--- config.mk ---
export PLATFORM = sky130hd
export DESIGN_NAME = cv32e40p_apu_arbiter
export DESIGN_NICKNAME = d
export VERILOG_FILES = /design/src/rtl/cv32e40p_apu_arbiter.sv
export SDC_FILE = /design/constraint.sdc
export NUM_CORES = 1
export LEC_CHECK = 0
export ABC_AREA = 1
export CAP_MARGIN = 20
export CORE_AREA = 2 2 267 269
export CTS_CLUSTER_DIAMETER = 150
export DETAILED_ROUTE_END_ITERATION = 12
export DIE_AREA = 0 0 269 271
export DONT_BUFFER_PORTS = 1
export GPL_ROUTABILITY_DRIVEN = 0
export HOLD_SLACK_MARGIN = 0.08
export PLACE_DENSITY = 0.3
export SYNTH_ARGS = -nofsm -noshare
export SYNTH_HDL_FRONTEND = slang
export SYNTH_SLANG_ARGS = --single-unit
--- constraint.sdc ---
create_clock -name clk_i -period 5.7 [get_ports clk_i]
set_input_delay 1.14 -clock clk_i [delete_from_list [all_inputs] [get_ports clk_i]]
set_output_delay 1.14 -clock clk_i [all_outputs]
set_load 0.03 [all_outputs]
--- src/rtl/cv32e40p_apu_arbiter.sv ---
// Shares one APU/FPU among NUM_CORES cv32e40p cores. Requests are arbitrated
// round-robin, with the grant held on one core while the APU stalls. In-order
// results are routed back through a FIFO of requester IDs.
module cv32e40p_apu_arbiter #(
  parameter int unsigned NUM_CORES    = 4,
  parameter int unsigned APU_NARGS    = 3,
  parameter int unsigned APU_WOP      = 6,
  parameter int unsigned APU_NDSFLAGS = 15,
  parameter int unsigned APU_NUSFLAGS = 5,
  parameter int unsigned MAX_OUTST    = 4
) (
  input  logic                                       clk_i,
  input  logic                                       rst_ni,
  input  logic [NUM_CORES-1:0]                       core_req_i,
  output logic [NUM_CORES-1:0]                       core_gnt_o,
  input  logic [NUM_CORES-1:0][APU_NARGS-1:0][31:0]  core_operands_i,
  input  logic [NUM_CORES-1:0][APU_WOP-1:0]          core_op_i,
  input  logic [NUM_CORES-1:0][APU_NDSFLAGS-1:0]     core_flags_i,
  output logic [NUM_CORES-1:0]                       core_rvalid_o,
  output logic [31:0]                                core_result_o,
  output logic [APU_NUSFLAGS-1:0]                    core_flags_o,
  output logic                                       apu_req_o,
  input  logic                                       apu_gnt_i,
  output logic [APU_NARGS-1:0][31:0]                 apu_operands_o,
  output logic [APU_WOP-1:0]                         apu_op_o,
  output logic [APU_NDSFLAGS-1:0]                    apu_flags_o,
  input  logic                                       apu_rvalid_i,
  input  logic [31:0]                                apu_result_i,
  input  logic [APU_NUSFLAGS-1:0]                    apu_flags_i,
  output logic [$clog2(MAX_OUTST):0]                 outstanding_o,
  output logic                                       err_o
);

  localparam int unsigned IDX_W = $clog2(NUM_CORES);
  localparam int unsigned PTR_W = $clog2(MAX_OUTST);
  localparam int unsigned CNT_W = PTR_W + 1;

  typedef logic [IDX_W-1:0] idx_t;
  typedef enum logic {IDLE, WAIT_GNT} state_e;

  state_e           state_q, state_d;
  idx_t             rr_q, lock_q, winner, sel, head;
  logic             full, handshake, pop;
  idx_t             fifo_mem [MAX_OUTST];
  logic [PTR_W-1:0] wr_ptr_q, rd_ptr_q;
  logic [CNT_W-1:0] cnt_q;
  logic             err_q;

  assign full      = (cnt_q == CNT_W'(MAX_OUTST));
  assign handshake = apu_req_o & apu_gnt_i;
  assign pop       = apu_rvalid_i & (cnt_q != '0);
  assign head      = fifo_mem[rd_ptr_q];

  assign apu_operands_o = core_operands_i[sel];
  assign apu_op_o       = core_op_i[sel];
  assign apu_flags_o    = core_flags_i[sel];
  assign core_result_o  = apu_result_i;
  assign core_flags_o   = apu_flags_i;
  assign outstanding_o  = cnt_q;
  assign err_o          = err_q;

  // Round-robin search: scan from the farthest slot back toward the pointer,
  // so the last hit written is the first requester at or after rr_q.
  always_comb begin
    // NOTE: every variable written here gets a default first, so no path leaves it unassigned and no latch is inferred.
    int idx;
    winner = rr_q;
    idx    = 0;
    for (int k = int'(NUM_CORES) - 1; k >= 0; k--) begin
      idx = int'(rr_q) + k;
      if (idx >= int'(NUM_CORES)) idx -= int'(NUM_CORES);
      if (core_req_i[idx]) winner = idx_t'(idx);
    end
  end

  // FSM state register.
  always_ff @(posedge clk_i) begin
    // NOTE: sequential state uses non-blocking assignments so every register samples pre-edge values.
    if (!rst_ni) state_q <= IDLE;
    else         state_q <= state_d;
  end

  // FSM next state: stall on an ungranted request, release on grant.
  always_comb begin
    state_d = state_q;
    case (state_q)
      IDLE:     if (apu_req_o && !apu_gnt_i) state_d = WAIT_GNT;
      WAIT_GNT: if (apu_gnt_i)               state_d = IDLE;
      default:  state_d = IDLE;
    endcase
  end

  // FSM outputs: request and source selection; WAIT_GNT ignores full and other cores.
  always_comb begin
    apu_req_o = 1'b0;
    sel       = winner;
    case (state_q)
      IDLE:     apu_req_o = (|core_req_i) & ~full;
      WAIT_GNT: begin
        apu_req_o = 1'b1;
        sel       = lock_q;
      end
      default:  apu_req_o = 1'b0;
    endcase
  end

  // One-hot per-core grant and result-valid strobes.
  always_comb begin
    core_gnt_o    = '0;
    core_rvalid_o = '0;
    if (handshake) core_gnt_o[sel]     = 1'b1;
    if (pop)       core_rvalid_o[head] = 1'b1;
  end

  // Round-robin pointer and locked index.
  always_ff @(posedge clk_i) begin
    if (!rst_ni) begin
      rr_q   <= '0;
      lock_q <= '0;
    end else begin
      if (handshake) rr_q <= (sel == idx_t'(NUM_CORES - 1)) ? '0 : sel + 1'b1;
      if (state_q == IDLE && apu_req_o && !apu_gnt_i) lock_q <= winner;
    end
  end

  // Requester-ID FIFO storage.
  always_ff @(posedge clk_i) begin
    // NOTE: storage is not reset; entries are only read while the count says they are valid.
    if (handshake) fifo_mem[wr_ptr_q] <= sel;
  end

  // FIFO pointers, outstanding count and sticky spurious-response flag.
  always_ff @(posedge clk_i) begin
    if (!rst_ni) begin
      wr_ptr_q <= '0;
      rd_ptr_q <= '0;
      cnt_q    <= '0;
      err_q    <= 1'b0;
    end else begin
      if (handshake) wr_ptr_q <= wr_ptr_q + 1'b1;
      if (pop)       rd_ptr_q <= rd_ptr_q + 1'b1;
      case ({handshake, pop})
        2'b10:   cnt_q <= cnt_q + 1'b1;
        2'b01:   cnt_q <= cnt_q - 1'b1;
        default: cnt_q <= cnt_q;
      endcase
      if (apu_rvalid_i && cnt_q == '0) err_q <= 1'b1;
    end
  end

endmodule

After elaboration in Yosys (flattened, before gate mapping)
Memory sizes are Yosys's and may differ from the RTL's. A register that Yosys moved wholly into a read port is not among the register bits. Cells that the tools add are included.

Output and inout port bits: 167. Logic and storage cells: 95. Bits of input ports: 513. RAM bits: 8. Bits in registers: 13. Memories kept: 1.

Reductions and logical operators: 11. Equality and inequality tests: 4. Bitwise logic cells: 5. Mux-type cells: 43. Order comparisons: 12. Add/subtract/negate cells: 12.

Memories: fifo_mem (words 4, width 2, read ports 1, clocked after memory_dff 1, wr ports 1, line 44) `idx_t fifo_mem [MAX_OUTST];`.

Operators by type and width (count): binary-select mux 96 bit (select 2 bit) (1); < comparator 32 x 4 -> 1 bit, second input constant (4); two-way mux 32 bit (4); two-way mux 96 bit (1); binary-select mux 15 bit (select 2 bit) (1); two-way mux 2 bit (8); two-way mux 15 bit (1); two-way mux 1 bit (14); binary-select mux 6 bit (select 2 bit) (1); subtractor 3 x 3 -> 4 bit, second input constant (3); >= comparator 3 bit, second input constant (3); binary-select mux 1 bit (select 2 bit) (4); two-way mux 4 bit (2); adder 2 x 1 -> 2 bit, second input constant (3); adder 2 x 2 -> 3 bit, second input constant (2); logical AND 1 bit (6); < comparator 2 x 3 -> 1 bit, second input constant (2); two-way mux 6 bit (1); case mux 3 bit (2 select lines) (1); demux 1 bit (select 2 bit) (2); equality test 2 bit, second input constant (2); >= comparator 2 x 1 -> 1 bit, second input constant (2); case mux 1 bit (2 select lines) (2); OR reduction 4 bit (1); 13 further kinds (16).

Depth between registers and ports, before layout
Gate-level depths: netlist of run 1.

Depth after elaboration: 16. Depth in mapped cells: 19. Gate-level depth less buffers: 15.

Least setup slack after synthesis of run 1
OpenSTA, ideal clock, no wires.

Path type: in2out. Start point: in core_req_i[3]. End point: out core_gnt_o[3]. Arrival time: 2.891 ns. Path buffers: 3. Setup slack: 1.669 ns. Stages on the path: 17. Data required time: 4.560 ns. Cells stage by stage: inv_1 -> nand2_1 -> nand3_1 -> nand2_1 -> inv_1 -> nand2_1 -> nand2_1 -> nand3_1 -> nand3_1 -> buf_6 -> nand2_4 -> buf_6 -> buf_6 -> inv_1 -> ha_1 -> inv_1 -> nor2_1.

Word-level cells in the longest chain between the ends: 13. Elaborated cells on any way between the ends: 27. Those cells by class: 2 x order compare; 21 x mux; 2 x bitwise; 2 x reduce/logical.

Ends and longest elaborated chain: from (decl) (line 14) `input logic [NUM_CORES-1:0] core_req_i,`; binary-select mux 1 bit (select 2 bit) (line 72) `if (core_req_i[idx]) winner = idx_t'(idx);`; two-way mux 1 bit (not written as such) (2 in series) (line 72); two-way mux 2 bit (3 in series) (line 72); two-way mux 2 bit * (line 72); two-way mux 2 bit * (line 97) `case (state_q)`; net sel[0] (line 42) `idx_t rr_q, lock_q, winner, sel, head;`; < comparator 2 x 3 -> 1 bit (not written as such) / >= comparator 2 x 1 -> 1 bit (equally long branches) (line 111) `if (handshake) core_gnt_o[sel] = 1'b1;`; logical AND 1 bit (not written as such) (line 111); two-way mux 1 bit (not written as such) (line 111); demux 1 bit (select 2 bit) * (line 111); two-way mux 4 bit * (line 111); to (decl) (line 15) `output logic [NUM_CORES-1:0] core_gnt_o,`.

Mark *: on every way through the listed nets, which the timed path passes. The rest lies on a longest branch. The select of a mux whose other input is x is not followed.

==> qor.txt, run 1 <==
Power per cell area: 481 mW/mm^2
P_leak: 0.00527 uW
YS warnings: 0
CP arrival: 3.31 ns
CTS tree: built
Status: completed
Worst Skew: 0.00427 ns
CP Max Fanout: 69
Most common cell after layout, fill and taps aside: inv_1
Headroom to the max-slew limit: 45.4%
Congestion Overflow GR: 0
Die height: 271 um
Ant diodes: 0
Global-route wire length before repair: 54200 um
Most frequent cells in the layout: inv_1, nand3_1, nand2_1
Placed Cells: 2426
Largest net degree at the start of global routing: 132
Crit path time final: 4.45 ns
# port buffers: 0
Post-synthesis instance area: 0.00764 mm^2
Setup TNS: 0 ns
Post-Layout Cell Count: 2430
Dpl hpwl: 31400 um
Sequential fraction of the synthesis area: 7.07%
Clock Latency Late Sink: 0.25 ns
Least-Margin Pin Slew: 0.820 ns
Worst Setup End Kind: output pin
Residual DRC: 0
Area fraction of the dominant cell type after synthesis: 31.4%
WP data required: 4.56 ns
Die span in x: 269 um
Post-synth cell types: 25
DR WL/cell: 15.8 um
CTS buffer count: 3
Hold depth: 2
Setup Viol. Count Final: 0
Post-Syn Nets: 2133
Initial DRC count: 747
Overall via count from detail_route: 9290
Critical path class: input port to output pin
Tot GR Track Use: 9.59%
Root buf cell: clkbuf_16
Max Clk Rate: 0.225 GHz
Vias in the first global route: 8860
Hold Violations, Final: 0
Area growth from synthesis to layout: 7.86%
First drt pass iteration count: 5
Final nets: 2014
Core footprint: 0.0698 mm^2
Routed Antenna Nets: 0
Layout cell share with drive strength beyond 1: 2.01%
RSZ-0062 raised after global routing: false
Hold-fix buffers, CTS: 0
Detailed Route WL: 38300 um
CTS clock-pin slew for the worst setup and hold paths: 0.06 ns
Syn avg cell area: 4.75 um^2
Area contributors post-synth: nand3_1, inv_1, nand2_1, buf_4, dfxtp_1
Crit share post-route: 78.1%
Setup Buffers After CTS: 0
Mapped Cells: 1610
Initial antenna violation count: 4
Worst hold path class: flop to flop
CTS Sinks: 23
Clk buf depth: 2
Row cnt: 97
Vias/cell: 3.82
Initial Util: 11.0%
Post_cts resized: 0
H-tree depth: 1
Die area: 0.0729 mm^2
Max-cap violation count: 0
Largest area contributor in the netlist: nand3_1
I/O pin cnt: 680
Peak supply drop: 0.000379 V
Critical Path Source Type: input port
Final Max Slew Viols: 0
FF+latch count, synth: 23
Cells on worst reg2reg path: 11
[cells by family (layout without fill, tap and decap cells)]
group | after synthesis | in the layout | synth area share [%]
buf+inv | 647 | 527 | 36.8
fa+ha+maj | 10 | 10 | 1.73
compound gates | 32 | 32 | 2.23
flops | 23 | 23 | 7.07
simple gates | 898 | 898 | 52.2
[worst paths after layout]
| kind | from | end | slack (ns) |
|---|---|---|---|
| setup / recovery | core_req_i[3] | apu_operands_o[39] | 1.25 |
| hold / removal | rd_ptr_q[1] | flop | 0.46 |
| setup reg to reg | outstanding_o[2] | outstanding_o[2] | 2.60 |
| hold reg to reg | rd_ptr_q[1] | flop | 0.46 |
[area by class of cell]
type                       count  area (um^2)
timing repair buffer          18          223
sequential                    23          541
clock buffer                   3         75.1
inverter                     505         1900
fill                        8368        61500
multi-input combinational    940         4330
tap                          940         1180
clock inverter                 1         5.00
[power by group]
part,internal (uW),switching (uW),total (uW)
combinational,699,2850,3550
sequential,212,51.8,264
clock,94.3,57.9,152
[registers in the layout, indices dropped and copies added, names as in the netlist, named ones only]
register / flops
err_o: 1
fifo_mem: 8
lock_q: 2
outstanding_o: 3
rd_ptr_q: 2
rr_q: 2
state_q: 1
wr_ptr_q: 2
[worst max-delay path: stages]
cell and delay, ns:
inv_1 0.07, nand2_1 0.07, nand3_1 0.12, nand2_1 0.05, inv_1 0.05, nand2_1 0.04, nand2_1 0.07, nand2_1 0.05
nand2_1 0.11, nand3_4 0.15, nand2_8 0.44, buf_4 0.47, nand2_1 0.10, nand3_1 0.08, nand2_1 0.27
[stage by stage]
step	area (um^2)	hold WS (ns)	power (uW)	worst slack, ns	util, %
CTS	8250	0.465	4030	1.21	11.8
detailed placement	8170	0.455	3870	1.21	11.7
finish	8250	0.458	3960	1.25	11.8
floorplan	7640	0.436	3270	1.67	-
global route	8250	0.501	4320	0.951	11.8
global placement	8170	0.452	3870	1.14	11.7
[cell usage after synthesis, drive strengths merged]
| cell type | instances |
|---|---|
| a32oi | 1 |
| nand2 | 400 |
| o211ai | 1 |
| inv | 505 |
| clkbuf | 45 |
| edfxtp | 8 |
| nand4 | 2 |
| o21ai | 15 |
| nor2 | 15 |
| a21oi | 15 |
| buf | 97 |
| ha | 9 |
| dfxtp | 15 |
| nand3 | 480 |
| or2 | 1 |
| fa | 1 |
[routing by layer]
layer	routed length, um	up-vias	global-route usage (%)
met3	3140	62	2.22
li1	-	4483	-
met4	1190	8	2.87
met1	15600	4185	11.5
met2	18300	552	16.8
met5	50	-	0
Power figures use the tool's default switching activity.
==> inputs of run 2 (changes only) <==
==> constraint.sdc (replaced) <==
create_clock -name clk_i -period 4.35 [get_ports clk_i]
set_input_delay 0.87 -clock clk_i [delete_from_list [all_inputs] [get_ports clk_i]]
set_output_delay 0.87 -clock clk_i [all_outputs]
set_load 0.03 [all_outputs]
==> qor.txt, run 2 (synthesis gave the netlist of run 1 again) <==
Post_cts resized: 0 (unchanged)
Final Max Slew Viols: 0 (unchanged)
Overall via count from detail_route: 9414 (+1.3%)
Layout cell share with drive strength beyond 1: 3.44% (+1.4 points)
Logic pwr share: 89.9% (+0.4 points)
Reg power frac: 6.4% (-0.2 points)
Peak supply drop: 0.000251 V (-34%)
CTS buffer count: 3 (unchanged)
Initial antenna violation count: 7 (+3)
Clock Latency Late Sink: 0.26 ns (about the same)
Clk buf depth: 2 (unchanged)
P_leak: 0.00539 uW (+2.3%)
Area after DPL: 0.00837 mm^2 (+2.5%)
CTS clock-pin slew for the worst setup and hold paths: 0.06 ns (about the same)
Headroom to the max-slew limit: 40.1% (-5.3 points)
Power per cell area: 638 mW/mm^2 (+33%)
Routed Antenna Nets: 0 (unchanged)
CTS Sinks: 23 (unchanged)
Largest net degree at the start of global routing: 118 (-11%)
CP Max Fanout: 51 (-26%)
Root buf cell: clkbuf_16
Worst Skew: 0.00362 ns (-0.000648 ns)
Worst Setup End Kind: output pin
Initial Util: 11.0% (unchanged)
Tot GR Track Use: 9.91% (+0.32 points)
Die height: 271 um (unchanged)
Core footprint: 0.0698 mm^2 (unchanged)
Initial DRC count: 786 (+5.2%)
Congestion Overflow GR: 0 (unchanged)
Critical Path Source Type: flop
Area of the multi-input gates: 0.00433 mm^2 (unchanged)
Most flops, register: fifo_mem
H-tree depth: 1 (unchanged)
# port buffers: 0 (unchanged)
Setup Buffers After CTS: 0 (unchanged)
CTS tree: built
Int Power: 1460 uW (+45%)
Vias/cell: 3.83 (+0.30%)
WP data required: 3.48 ns (-1.08 ns)
Filler Cells Inserted: 8430 (+0.74%)
Hold Violations, Final: 0 (unchanged)
First drt pass iteration count: 6 (+1)
Switching share of total power: 73.0% (-1.7 points)
DR WL/cell: 16.1 um (+2.1%)
Global-route wire length before repair: 55400 um (+2.2%)
I/O pin cnt: 680 (unchanged)
Crit share post-route: 86.0%
Layout Cell Area excl Fill: 0.00846 mm^2 (+2.5%)
Register area: 541 um^2 (unchanged)
Hold_sp: rd_ptr_q[1]
CP Launch Point: rr_q[0]
Worst hold path class: flop to flop
Most frequent cells in the layout: inv_1, nand3_1, nand2_1
Net Switching: 3940 uW (+33%)
Die area: 0.0729 mm^2 (unchanged)
Area growth from synthesis to layout: 10.6%
Die span in x: 269 um (unchanged)
Final nets: 2036 (+1.1%)
Hold-fix buffers, CTS: 0 (unchanged)
Power Total: 5390 uW (+36%)
Detailed Route WL: 39500 um (+3.1%)
Vias in the first global route: 8856 (-0.045%)
Crit path time final: 3.74 ns
Critical path class: flop to output pin
Clock power frac: 3.7% (about the same)
Max FFs per register: 8 (unchanged)
Residual DRC: 0 (unchanged)
Max Clk Rate: 0.267 GHz
Max-cap violation count: 0 (unchanged)
Setup Viol. Count Final: 0 (unchanged)
CP arrival: 2.87 ns (-0.44 ns)
Dpl hpwl: 32700 um (+4.0%)
RSZ-0062 raised after global routing: false
Fin util: 12.1% (+0.30 points)
Row cnt: 97 (unchanged)
Most common cell after layout, fill and taps aside: inv_1
Worst r2r src: outstanding_o[2]
Status: completed
Least-Margin Pin Slew: 0.896 ns (+0.0760 ns)
Setup TNS: 0 ns (unchanged)
run 2: power groups by stage:
stage	Combinational [uW]	Clock (uW)	Sequential, uW
global placement	4920	0	351
global route	5290	219	349
floorplan	3950	0	333
finish	4850	201	343
CTS	4920	209	344
detailed placement	4900	0	348
run 2: per-stage QoR:
stage	setup slack [ns]	std cells	hold slack, ns
global route	0.350	2452	0.502
floorplan	0.859	1610	0.436
detailed placement	0.632	2448	0.463
CTS	0.588	2452	0.475
finish	0.607	2455	0.474
global placement	0.546	2448	0.459
run 2: area by class of cell:
class,count,share of cell area [%]
antenna,3,0.0888
clock buffer,3,0.888
clock inverter,1,0.0592
inverter,505,22.4
multi-input combinational,940,51.2
sequential,23,6.39
tap,940,13.9
timing repair buffer,40,5.03
run 2: path summary, 6_finish.rpt:
path                                    endpoint  slack [ns]  cells past startpoint
worst max-delay path              apu_flags_o[0]        0.61                     14
worst min-delay path                 rd_ptr_q[1]        0.47                      2
worst min register to register       rd_ptr_q[1]        0.47                      2
worst max register to register  outstanding_o[2]        1.57                     11
run 2: per-layer routing:
layer  part of all wire [%]  track usage [%]  vias up
met5                  0.068                0        -
met4                    2.9             3.00        4
met3                    8.9             2.46       50
met2                     48             17.0      528
met1                     41             12.1     4302
li1                       -                -     4530
run 2: critical path, stage by stage, from the launching register on:
cell,delay [ns]
dfxtp_1,0.56
inv_4,0.11
nand2_1,0.09
nand2_1,0.08
nand2_1,0.10
nand2_1,0.08
inv_2,0.06
nand2_1,0.06
nand3_1,0.14
nand3_4,0.13
nand2_8,0.35
buf_4,0.32
nand2_1,0.10
nand3_1,0.12
nand2_1,0.25
